<file path="src/rtl/i2c_reg_slave_pkg.sv">
// Shared definitions for the register-mapped I2C slave: FSM states and bus constants.
package i2c_reg_slave_pkg;

  localparam int ADDR_W = 7;
  localparam logic I2C_ACK  = 1'b0;
  localparam logic I2C_NACK = 1'b1;

  typedef enum logic [3:0] {
    S_IDLE,
    S_ADDR,
    S_ADDR_ACK,
    S_PTR,
    S_PTR_ACK,
    S_WDATA,
    S_WDATA_ACK,
    S_RDATA,
    S_RDATA_MACK,
    S_WAIT_STOP
  } state_t;

endpackage

</file>
<file path="src/rtl/i2c_line_filter.sv">
// Two-flop synchroniser plus stability filter for one I2C line; emits filtered level and edge pulses.
module i2c_line_filter #(
  parameter int FILTER_LEN = 3
) (
  input  logic clk,
  input  logic reset,
  input  logic din,
  output logic level,
  output logic rise,
  output logic fall
);

  localparam int CNT_W = (FILTER_LEN > 1) ? $clog2(FILTER_LEN) : 1;

  logic [1:0]       sync;
  logic [CNT_W-1:0] cnt;

  // Bus idles high, so the synchroniser and filtered level reset to 1.
  always_ff @(posedge clk or negedge reset) begin
    if (!reset) begin
      sync  <= 2'b11;
      level <= 1'b1;
      cnt   <= '0;
      rise  <= 1'b0;
      fall  <= 1'b0;
    end else begin
      sync <= {sync[0], din};
      rise <= 1'b0;
      fall <= 1'b0;
      if (sync[1] == level) begin
        cnt <= '0;
      end else if (cnt == CNT_W'(FILTER_LEN - 1)) begin
        level <= sync[1];
        rise  <= sync[1];
        fall  <= ~sync[1];
        cnt   <= '0;
      end else begin
        cnt <= cnt + 1'b1;
      end
    end
  end

endmodule

</file>
<file path="src/rtl/i2c_reg_slave.sv">
// Register-mapped I2C slave: NREGS x 8 bank, auto-incrementing pointer, repeated START, host write port.
module i2c_reg_slave
  import i2c_reg_slave_pkg::*;
#(
  parameter logic [ADDR_W-1:0] SLAVE_ADDR = 7'h42,
  parameter int                NREGS      = 8,
  parameter int                FILTER_LEN = 3,
  parameter logic [7:0]        RESET_VAL  = 8'h00,
  localparam int               PTR_W      = $clog2(NREGS)
) (
  input  logic               clk,
  input  logic               reset,
  input  logic               scl_i,
  input  logic               sda_i,
  output logic               sda_oe,
  output logic [NREGS*8-1:0] regs_o,
  input  logic               hw_we,
  input  logic [PTR_W-1:0]   hw_addr,
  input  logic [7:0]         hw_data,
  output logic               wr_strobe,
  output logic [PTR_W-1:0]   wr_idx,
  output logic               hw_collide,
  output logic               busy
);

  logic scl, scl_rise, scl_fall, sda, sda_rise, sda_fall;

  i2c_line_filter #(.FILTER_LEN(FILTER_LEN)) u_scl_filt (
    .clk(clk), .reset(reset), .din(scl_i), .level(scl), .rise(scl_rise), .fall(scl_fall)
  );
  i2c_line_filter #(.FILTER_LEN(FILTER_LEN)) u_sda_filt (
    .clk(clk), .reset(reset), .din(sda_i), .level(sda), .rise(sda_rise), .fall(sda_fall)
  );

  state_t           state, state_n;
  logic [3:0]       bit_cnt, bit_cnt_n;
  logic [7:0]       shift, shift_n, rx_byte;
  logic [PTR_W-1:0] ptr, ptr_n, ptr_inc;
  logic             sda_oe_n, busy_n, rw, rw_n, i2c_we;
  logic [7:0]       regs [NREGS];

  assign rx_byte = {shift[6:0], sda};
  assign ptr_inc = (ptr == PTR_W'(NREGS - 1)) ? '0 : ptr + 1'b1;

  always_ff @(posedge clk or negedge reset) begin
    if (!reset) begin
      state   <= S_IDLE;
      bit_cnt <= '0;
      shift   <= '0;
      ptr     <= '0;
      sda_oe  <= 1'b0;
      busy    <= 1'b0;
      rw      <= 1'b0;
    end else begin
      state   <= state_n;
      bit_cnt <= bit_cnt_n;
      shift   <= shift_n;
      ptr     <= ptr_n;
      sda_oe  <= sda_oe_n;
      busy    <= busy_n;
      rw      <= rw_n;
    end
  end

  // ACK states use bit_cnt as a phase flag: first SCL fall drives, second fall ends the ACK slot.
  always_comb begin
    state_n   = state;
    bit_cnt_n = bit_cnt;
    shift_n   = shift;
    ptr_n     = ptr;
    sda_oe_n  = sda_oe;
    busy_n    = busy;
    rw_n      = rw;
    i2c_we    = 1'b0;
    if (sda_rise && scl) begin
      state_n  = S_IDLE;
      sda_oe_n = 1'b0;
      busy_n   = 1'b0;
    end else if (sda_fall && scl) begin
      state_n   = S_ADDR;
      bit_cnt_n = '0;
    end else begin
      unique case (state)
        S_IDLE, S_WAIT_STOP: ;
        S_ADDR, S_PTR, S_WDATA: begin
          if (scl_rise) begin
            shift_n   = rx_byte;
            bit_cnt_n = bit_cnt + 1'b1;
            if (bit_cnt == 4'd7) begin
              bit_cnt_n = '0;
              state_n   = S_WAIT_STOP;
              if (state == S_ADDR) begin
                rw_n = sda;
                if (rx_byte[7:1] == SLAVE_ADDR) begin
                  state_n = S_ADDR_ACK;
                  busy_n  = 1'b1;
                end
              end else if (state == S_PTR) begin
                if ({1'b0, rx_byte} < 9'(NREGS)) begin
                  ptr_n   = rx_byte[PTR_W-1:0];
                  state_n = S_PTR_ACK;
                end
              end else begin
                i2c_we  = 1'b1;
                ptr_n   = ptr_inc;
                state_n = S_WDATA_ACK;
              end
            end
          end
        end
        S_ADDR_ACK, S_PTR_ACK, S_WDATA_ACK: begin
          if (scl_fall) begin
            if (bit_cnt == 4'd0) begin
              sda_oe_n  = ~I2C_ACK;
              bit_cnt_n = 4'd1;
            end else begin
              sda_oe_n  = 1'b0;
              bit_cnt_n = '0;
              if (state == S_ADDR_ACK && rw) begin
                state_n  = S_RDATA;
                shift_n  = regs[ptr];
                sda_oe_n = ~regs[ptr][7];
              end else if (state == S_ADDR_ACK) begin
                state_n = S_PTR;
              end else begin
                state_n = S_WDATA;
              end
            end
          end
        end
        S_RDATA: begin
          if (scl_rise) begin
            bit_cnt_n = bit_cnt + 1'b1;
          end else if (scl_fall) begin
            if (bit_cnt == 4'd8) begin
              sda_oe_n  = 1'b0;
              ptr_n     = ptr_inc;
              bit_cnt_n = '0;
              state_n   = S_RDATA_MACK;
            end else begin
              shift_n  = {shift[6:0], 1'b0};
              sda_oe_n = ~shift[6];
            end
          end
        end
        S_RDATA_MACK: begin
          if (scl_rise) begin
            if (sda == I2C_NACK) state_n = S_WAIT_STOP;
            else                 bit_cnt_n = 4'd1;
          end else if (scl_fall && bit_cnt == 4'd1) begin
            state_n   = S_RDATA;
            bit_cnt_n = '0;
            shift_n   = regs[ptr];
            sda_oe_n  = ~regs[ptr][7];
          end
        end
        default: state_n = S_IDLE;
      endcase
    end
  end

  // I2C write takes priority over a host write to the same register in the same clock.
  always_ff @(posedge clk or negedge reset) begin
    if (!reset) begin
      for (int i = 0; i < NREGS; i++) regs[i] <= RESET_VAL;
      wr_strobe  <= 1'b0;
      wr_idx     <= '0;
      hw_collide <= 1'b0;
    end else begin
      for (int i = 0; i < NREGS; i++) begin
        if (i2c_we && ptr == PTR_W'(i))        regs[i] <= rx_byte;
        else if (hw_we && hw_addr == PTR_W'(i)) regs[i] <= hw_data;
      end
      wr_strobe  <= i2c_we;
      if (i2c_we) wr_idx <= ptr;
      hw_collide <= i2c_we && hw_we && (hw_addr == ptr);
    end
  end

  always_comb begin
    for (int i = 0; i < NREGS; i++) regs_o[8*i +: 8] = regs[i];
  end

endmodule
</file>
<file path="config.mk">
export PLATFORM = sky130hd
export DESIGN_NAME = i2c_reg_slave
export DESIGN_NICKNAME = d
export VERILOG_FILES = /design/src/rtl/i2c_reg_slave_pkg.sv /design/src/rtl/i2c_line_filter.sv /design/src/rtl/i2c_reg_slave.sv
export SDC_FILE = /design/constraint.sdc
export NUM_CORES = 1
export LEC_CHECK = 0
export ABC_AREA = 1
export CORE_MARGIN = 2
export CORE_UTILIZATION = 51
export CTS_CLUSTER_SIZE = 28
export DETAILED_ROUTE_END_ITERATION = 7
export PLACE_DENSITY = 0.79
export SETUP_SLACK_MARGIN = 0.4
export SYNTH_ARGS = -nofsm -noshare
export SYNTH_HDL_FRONTEND = slang
export SYNTH_SLANG_ARGS = --single-unit
</file>
<file path="constraint.sdc">
create_clock -name clk -period 3.8 [get_ports clk]
set_input_delay 0.57 -clock clk [delete_from_list [all_inputs] [get_ports clk]]
set_output_delay 0.57 -clock clk [all_outputs]
set_load 0.02 [all_outputs]
</file>
==> flow_summary.html <==
<table>
<tr><th>Metric</th><th>Value</th></tr>
<tr><th colspan="2">Worst setup path</th></tr>
<tr><td>Critical path endpoint category</td><td>register</td></tr>
<tr><td>Critical path class</td><td>reg2reg</td></tr>
<tr><td>Arrival time at the worst endpoint</td><td>2890 ps</td></tr>
<tr><td>Crit-path max FO</td><td>24</td></tr>
<tr><td>Cells on worst reg2reg path</td><td>5</td></tr>
<tr><td>CP Launch Type</td><td>register</td></tr>
<tr><td>Beginning of the worst register-to-register path</td><td>ptr[1]</td></tr>
<tr><td>Reg-to-reg endpoint</td><td>regs_o[4]</td></tr>
<tr><td>Flop2flop setup slack</td><td>1150 ps</td></tr>
<tr><td>Data required time at the worst endpoint</td><td>4040 ps</td></tr>
<tr><th colspan="2">STA</th></tr>
<tr><td>Slew margin rel.</td><td>0.399</td></tr>
<tr><td>Setup repair after global routing missed its margin</td><td>false</td></tr>
<tr><td>Fmax achieved</td><td>378 MHz</td></tr>
<tr><td>Worst path setup slack after routing</td><td>1150 ps</td></tr>
<tr><td>Final number of hold-violating endpoints</td><td>0</td></tr>
<tr><td>Final count of negative-setup-slack endpoints</td><td>0</td></tr>
<tr><td>Time the final worst path needs with I/O delays and setup</td><td>2650 ps</td></tr>
<tr><td>Post-route clock period utilization</td><td>0.697</td></tr>
<tr><td>Setup TNS</td><td>0 ps</td></tr>
<tr><td>Transition time of the tightest slew-check pin</td><td>around 900 ps</td></tr>
<tr><td>Clock skew</td><td>12.8 ps</td></tr>
<tr><td>WHS</td><td>322 ps</td></tr>
<tr><td>Slew Viols, Final</td><td>0</td></tr>
<tr><th colspan="2">Synth</th></tr>
<tr><td>Top cell type by total area after synthesis</td><td>sky130_fd_sc_hd__dfrtp_1</td></tr>
<tr><td>Syn avg cell area</td><td>6.73 um^2</td></tr>
<tr><td>Commonest cells post-synth</td><td>sky130_fd_sc_hd__nand2_1 (259), sky130_fd_sc_hd__nand3_1 (212), sky130_fd_sc_hd__nor2_1 (141), sky130_fd_sc_hd__dfrtp_1 (98), sky130_fd_sc_hd__inv_1 (86)</td></tr>
<tr><td>Syn Std Cell Area</td><td>6490 um^2</td></tr>
<tr><td>Post-Synth Adder-Cell Area</td><td>0.0173</td></tr>
<tr><td>Post-synthesis cell count</td><td>~960</td></tr>
<tr><td>Share of synthesized cell area in and, or, nand and nor gates</td><td>0.445</td></tr>
<tr><td>Total of flip-flops plus latches after synthesis</td><td>about 100</td></tr>
<tr><td>EDFF count, synth</td><td>0</td></tr>
<tr><td>Post-synth net total</td><td>approximately 1000</td></tr>
<tr><td>Netlist cell types</td><td>31</td></tr>
<tr><td>Parity-gate share of the synthesized area counting xor and xnor cells</td><td>0.00540</td></tr>
<tr><td>Compound-gate portion of the synthesized area</td><td>0.0488</td></tr>
<tr><td>Synth Warn #</td><td>0</td></tr>
<tr><td>Sequential fraction of the synthesis area</td><td>0.402</td></tr>
<tr><td>Fraction of synthesis flops using an asynchronous set or reset pin</td><td>1.00</td></tr>
<tr><td>Largest family of logic cells by synthesized area</td><td>simple AND/OR/NAND/NOR gates</td></tr>
<tr><td>Fraction of synthesized area in multiplexers</td><td>0</td></tr>
<tr><td>Primary FF master, synth</td><td>sky130_fd_sc_hd__dfrtp_1</td></tr>
<tr><td>Area share of the largest cell type after synthesis</td><td>0.378</td></tr>
<tr><td>Most common cell in the netlist</td><td>sky130_fd_sc_hd__nand2_1</td></tr>
<tr><td>Cells taking the most area after synthesis</td><td>sky130_fd_sc_hd__dfrtp_1 (38%), sky130_fd_sc_hd__nand3_1 (16%), sky130_fd_sc_hd__nand2_1 (15%)</td></tr>
<tr><th colspan="2">Global route</th></tr>
<tr><td>Total global-route track usage</td><td>0.326</td></tr>
<tr><td>Via count of the first global-routing pass</td><td>6138</td></tr>
<tr><td>Global route overflow</td><td>0</td></tr>
<tr><td>Wire length of the first global-routing pass</td><td>about 33000 um</td></tr>
<tr><td>Largest net degree at the start of global routing</td><td>69</td></tr>
<tr><td>Number of antenna violations at the first check in global routing</td><td>0</td></tr>
<tr><th colspan="2">Min path</th></tr>
<tr><td>Type of the worst min-delay path</td><td>in2async</td></tr>
<tr><th colspan="2">Floorplan</th></tr>
<tr><td>X dimension of the die</td><td>about 120 um</td></tr>
<tr><td>Number of core rows</td><td>41</td></tr>
<tr><td>Floorplan die area</td><td>approximately 14000 um^2</td></tr>
<tr><td>I/O pin cnt</td><td>87</td></tr>
<tr><td>Core ar.</td><td>12500 um^2</td></tr>
<tr><td>Effective utilization at floorplan</td><td>0.519</td></tr>
<tr><td>Die Y-Extent</td><td>between 100 and 150 um</td></tr>
<tr><th colspan="2">Clocking</th></tr>
<tr><td>Number of CTS-inserted buffers</td><td>9</td></tr>
<tr><td>Clock slew seen by the registers of the worst setup and hold paths</td><td>80 ps</td></tr>
<tr><td>Cell chosen for the clock root</td><td>sky130_fd_sc_hd__clkbuf_16</td></tr>
<tr><td>Postcts setup bufs</td><td>0</td></tr>
<tr><td>H-tree depth</td><td>3</td></tr>
<tr><td>TritonCTS clock tree</td><td>built</td></tr>
<tr><td>Skew-Pair Late Insertion Delay</td><td>~370 ps</td></tr>
<tr><td>Deepest clock path buffer count</td><td>2</td></tr>
<tr><td>CTS-repair resized insts</td><td>0</td></tr>
<tr><td>Clock sink count</td><td>104</td></tr>
<tr><td>Post-CTS Hold Buffers</td><td>0</td></tr>
<tr><th colspan="2">Cells and area</th></tr>
<tr><td>Number of standard cells in the final layout excluding fillers</td><td>1202</td></tr>
<tr><td>Final cell utilization of the core</td><td>0.615</td></tr>
<tr><td>Fill count</td><td>1236</td></tr>
<tr><td>Final instance area</td><td>7700 um^2</td></tr>
<tr><td>Share of final-layout standard cells stronger than drive strength 1</td><td>0.0553</td></tr>
<tr><td>Number of diodes</td><td>0</td></tr>
<tr><td>Growth of design area from synthesis to finish</td><td>18.6%</td></tr>
<tr><td># nets final</td><td>about 1.1k</td></tr>
<tr><th colspan="2">Route</th></tr>
<tr><td>Router iterations before antenna repair</td><td>6</td></tr>
<tr><td>Routed Antenna Nets</td><td>0</td></tr>
<tr><td>Total detailed-routing wirelength</td><td>around 21000 um</td></tr>
<tr><td>Vias per cell</td><td>around 5.7</td></tr>
<tr><td>Vias after detailed routing</td><td>a little under 7k</td></tr>
<tr><td>Routed len/inst</td><td>between 15 and 20 um</td></tr>
<tr><td>First-iteration detailed-routing DRC count</td><td>765</td></tr>
<tr><td>DRC violations left</td><td>0</td></tr>
<tr><th colspan="2">Pwr</th></tr>
<tr><td>Static Leakage</td><td>3.78 nW</td></tr>
<tr><td>Highest ir drop seen on vdd</td><td>roughly 0.32 mV</td></tr>
<tr><td>Power, Total</td><td>3.65 mW</td></tr>
<tr><td>Power per cell area</td><td>around 470 nW/um^2</td></tr>
<tr><th colspan="2">Flow run</th></tr>
<tr><td>Count of maximum capacitance violations</td><td>0</td></tr>
<tr><th colspan="2">Placed design</th></tr>
<tr><td>Placed cell area</td><td>7410 um^2</td></tr>
<tr><td>Dpl hpwl</td><td>between 15000 and 20000 um</td></tr>
<tr><td>RePlAce Congestion</td><td>0.998</td></tr>
<tr><td>Count of placed standard cells including taps</td><td>1186</td></tr>
<tr><td>Buffers on Ports</td><td>86</td></tr>
<tr><td>Worst setup slack before clock tree synthesis</td><td>between 1000 and 1500 ps</td></tr>
<tr><th colspan="2">Status</th></tr>
<tr><td>Outcome</td><td>finished, final reports clean</td></tr>
</table>
[flip-flops by register name, summed over array words and instances, names as in the netlist, 2 cells and up]
| signal | count |
|---|---|
| u_scl_filt.cnt | 2 |
| regs_o | 64 |
| u_scl_filt.sync | 2 |
| u_sda_filt.cnt | 2 |
| wr_idx | 3 |
| state | 4 |
| ptr | 3 |
| bit_cnt | 4 |
| u_sda_filt.sync | 2 |
| shift | 7 |
[per-layer routing]
metal,share of wire,wire [um],global-route usage,up-vias
li1,-,-,-,3239
met1,0.42,8930,0.462,3188
met2,0.45,9500,0.486,334
met3,0.080,1690,0.0458,71
met4,0.048,1020,0.175,0
met5,0,0,0,-
[final cells by class]
cell class	count	area, um^2	share of cell area
multi-input combinational	728	3350	0.436
sequential	104	2610	0.339
timing repair buffer	90	888	0.115
inverter	92	345	0.0449
clock buffer	9	225	0.0293
tap	172	215	0.0280
clock inverter	7	61.3	0.00796
[worst max-delay path, stage by stage (launching register included)]
cell,delay [ps]
sky130_fd_sc_hd__dfrtp_1,620
sky130_fd_sc_hd__inv_1,690
sky130_fd_sc_hd__ha_1,500
sky130_fd_sc_hd__nand4_1,420
sky130_fd_sc_hd__nand3_1,200
sky130_fd_sc_hd__nand3_1,90
[worst max path at each step]
stage	startpoint	end	slack, ps	depth (start not counted)
floorplan	ptr[0]	regs_o[16]	1660	9
global placement	ptr[1]	regs_o[0]	1300	5
detailed placement	ptr[1]	regs_o[7]	1250	5
CTS	ptr[1]	regs_o[7]	1230	5
global route	ptr[1]	regs_o[5]	990	5
finish	ptr[1]	regs_o[4]	1150	5
[where the power goes]
| group | switching (mW) | leakage (nW) | internal (mW) |
|---|---|---|---|
| logic | 0.678 | 2.33 | 0.497 |
| registers | 0.261 | 1.31 | 1.31 |
| clock network | 0.454 | 0.141 | 0.458 |
[cells in the final DEF (no fill, tap or decap)]
cell	count
sky130_fd_sc_hd__or2_2	8
sky130_fd_sc_hd__nor2_1	141
sky130_fd_sc_hd__o22ai_1	1
sky130_fd_sc_hd__ha_1	9
sky130_fd_sc_hd__nand3_2	1
sky130_fd_sc_hd__buf_4	5
sky130_fd_sc_hd__o2111ai_1	1
sky130_fd_sc_hd__inv_1	86
sky130_fd_sc_hd__nand2_2	8
sky130_fd_sc_hd__nor2_4	3
sky130_fd_sc_hd__a31oi_1	1
sky130_fd_sc_hd__clkinv_1	1
sky130_fd_sc_hd__nor3_4	2
sky130_fd_sc_hd__inv_2	5
sky130_fd_sc_hd__dfrtp_1	98
sky130_fd_sc_hd__dfstp_2	6
sky130_fd_sc_hd__a21oi_1	11
sky130_fd_sc_hd__o211ai_1	7
sky130_fd_sc_hd__o21ai_0	36
sky130_fd_sc_hd__xnor2_1	4
sky130_fd_sc_hd__nor2_8	1
sky130_fd_sc_hd__nand2_1	259
sky130_fd_sc_hd__clkbuf_16	9
sky130_fd_sc_hd__nand3_1	212
sky130_fd_sc_hd__o21a_1	1
sky130_fd_sc_hd__nor3_1	6
sky130_fd_sc_hd__clkinv_4	3
sky130_fd_sc_hd__clkdlybuf4s50_1	85
sky130_fd_sc_hd__nand4_1	13
sky130_fd_sc_hd__and3_1	1
sky130_fd_sc_hd__nor2_2	2
sky130_fd_sc_hd__inv_6	4
[cell families after synthesis]
family,after synthesis
simple gates,657
buf+inv,132
flops,104
compound gates,58
fa+ha+maj,9
xor+xnor,4
Note: power is estimated with default switching activity, not from simulation.
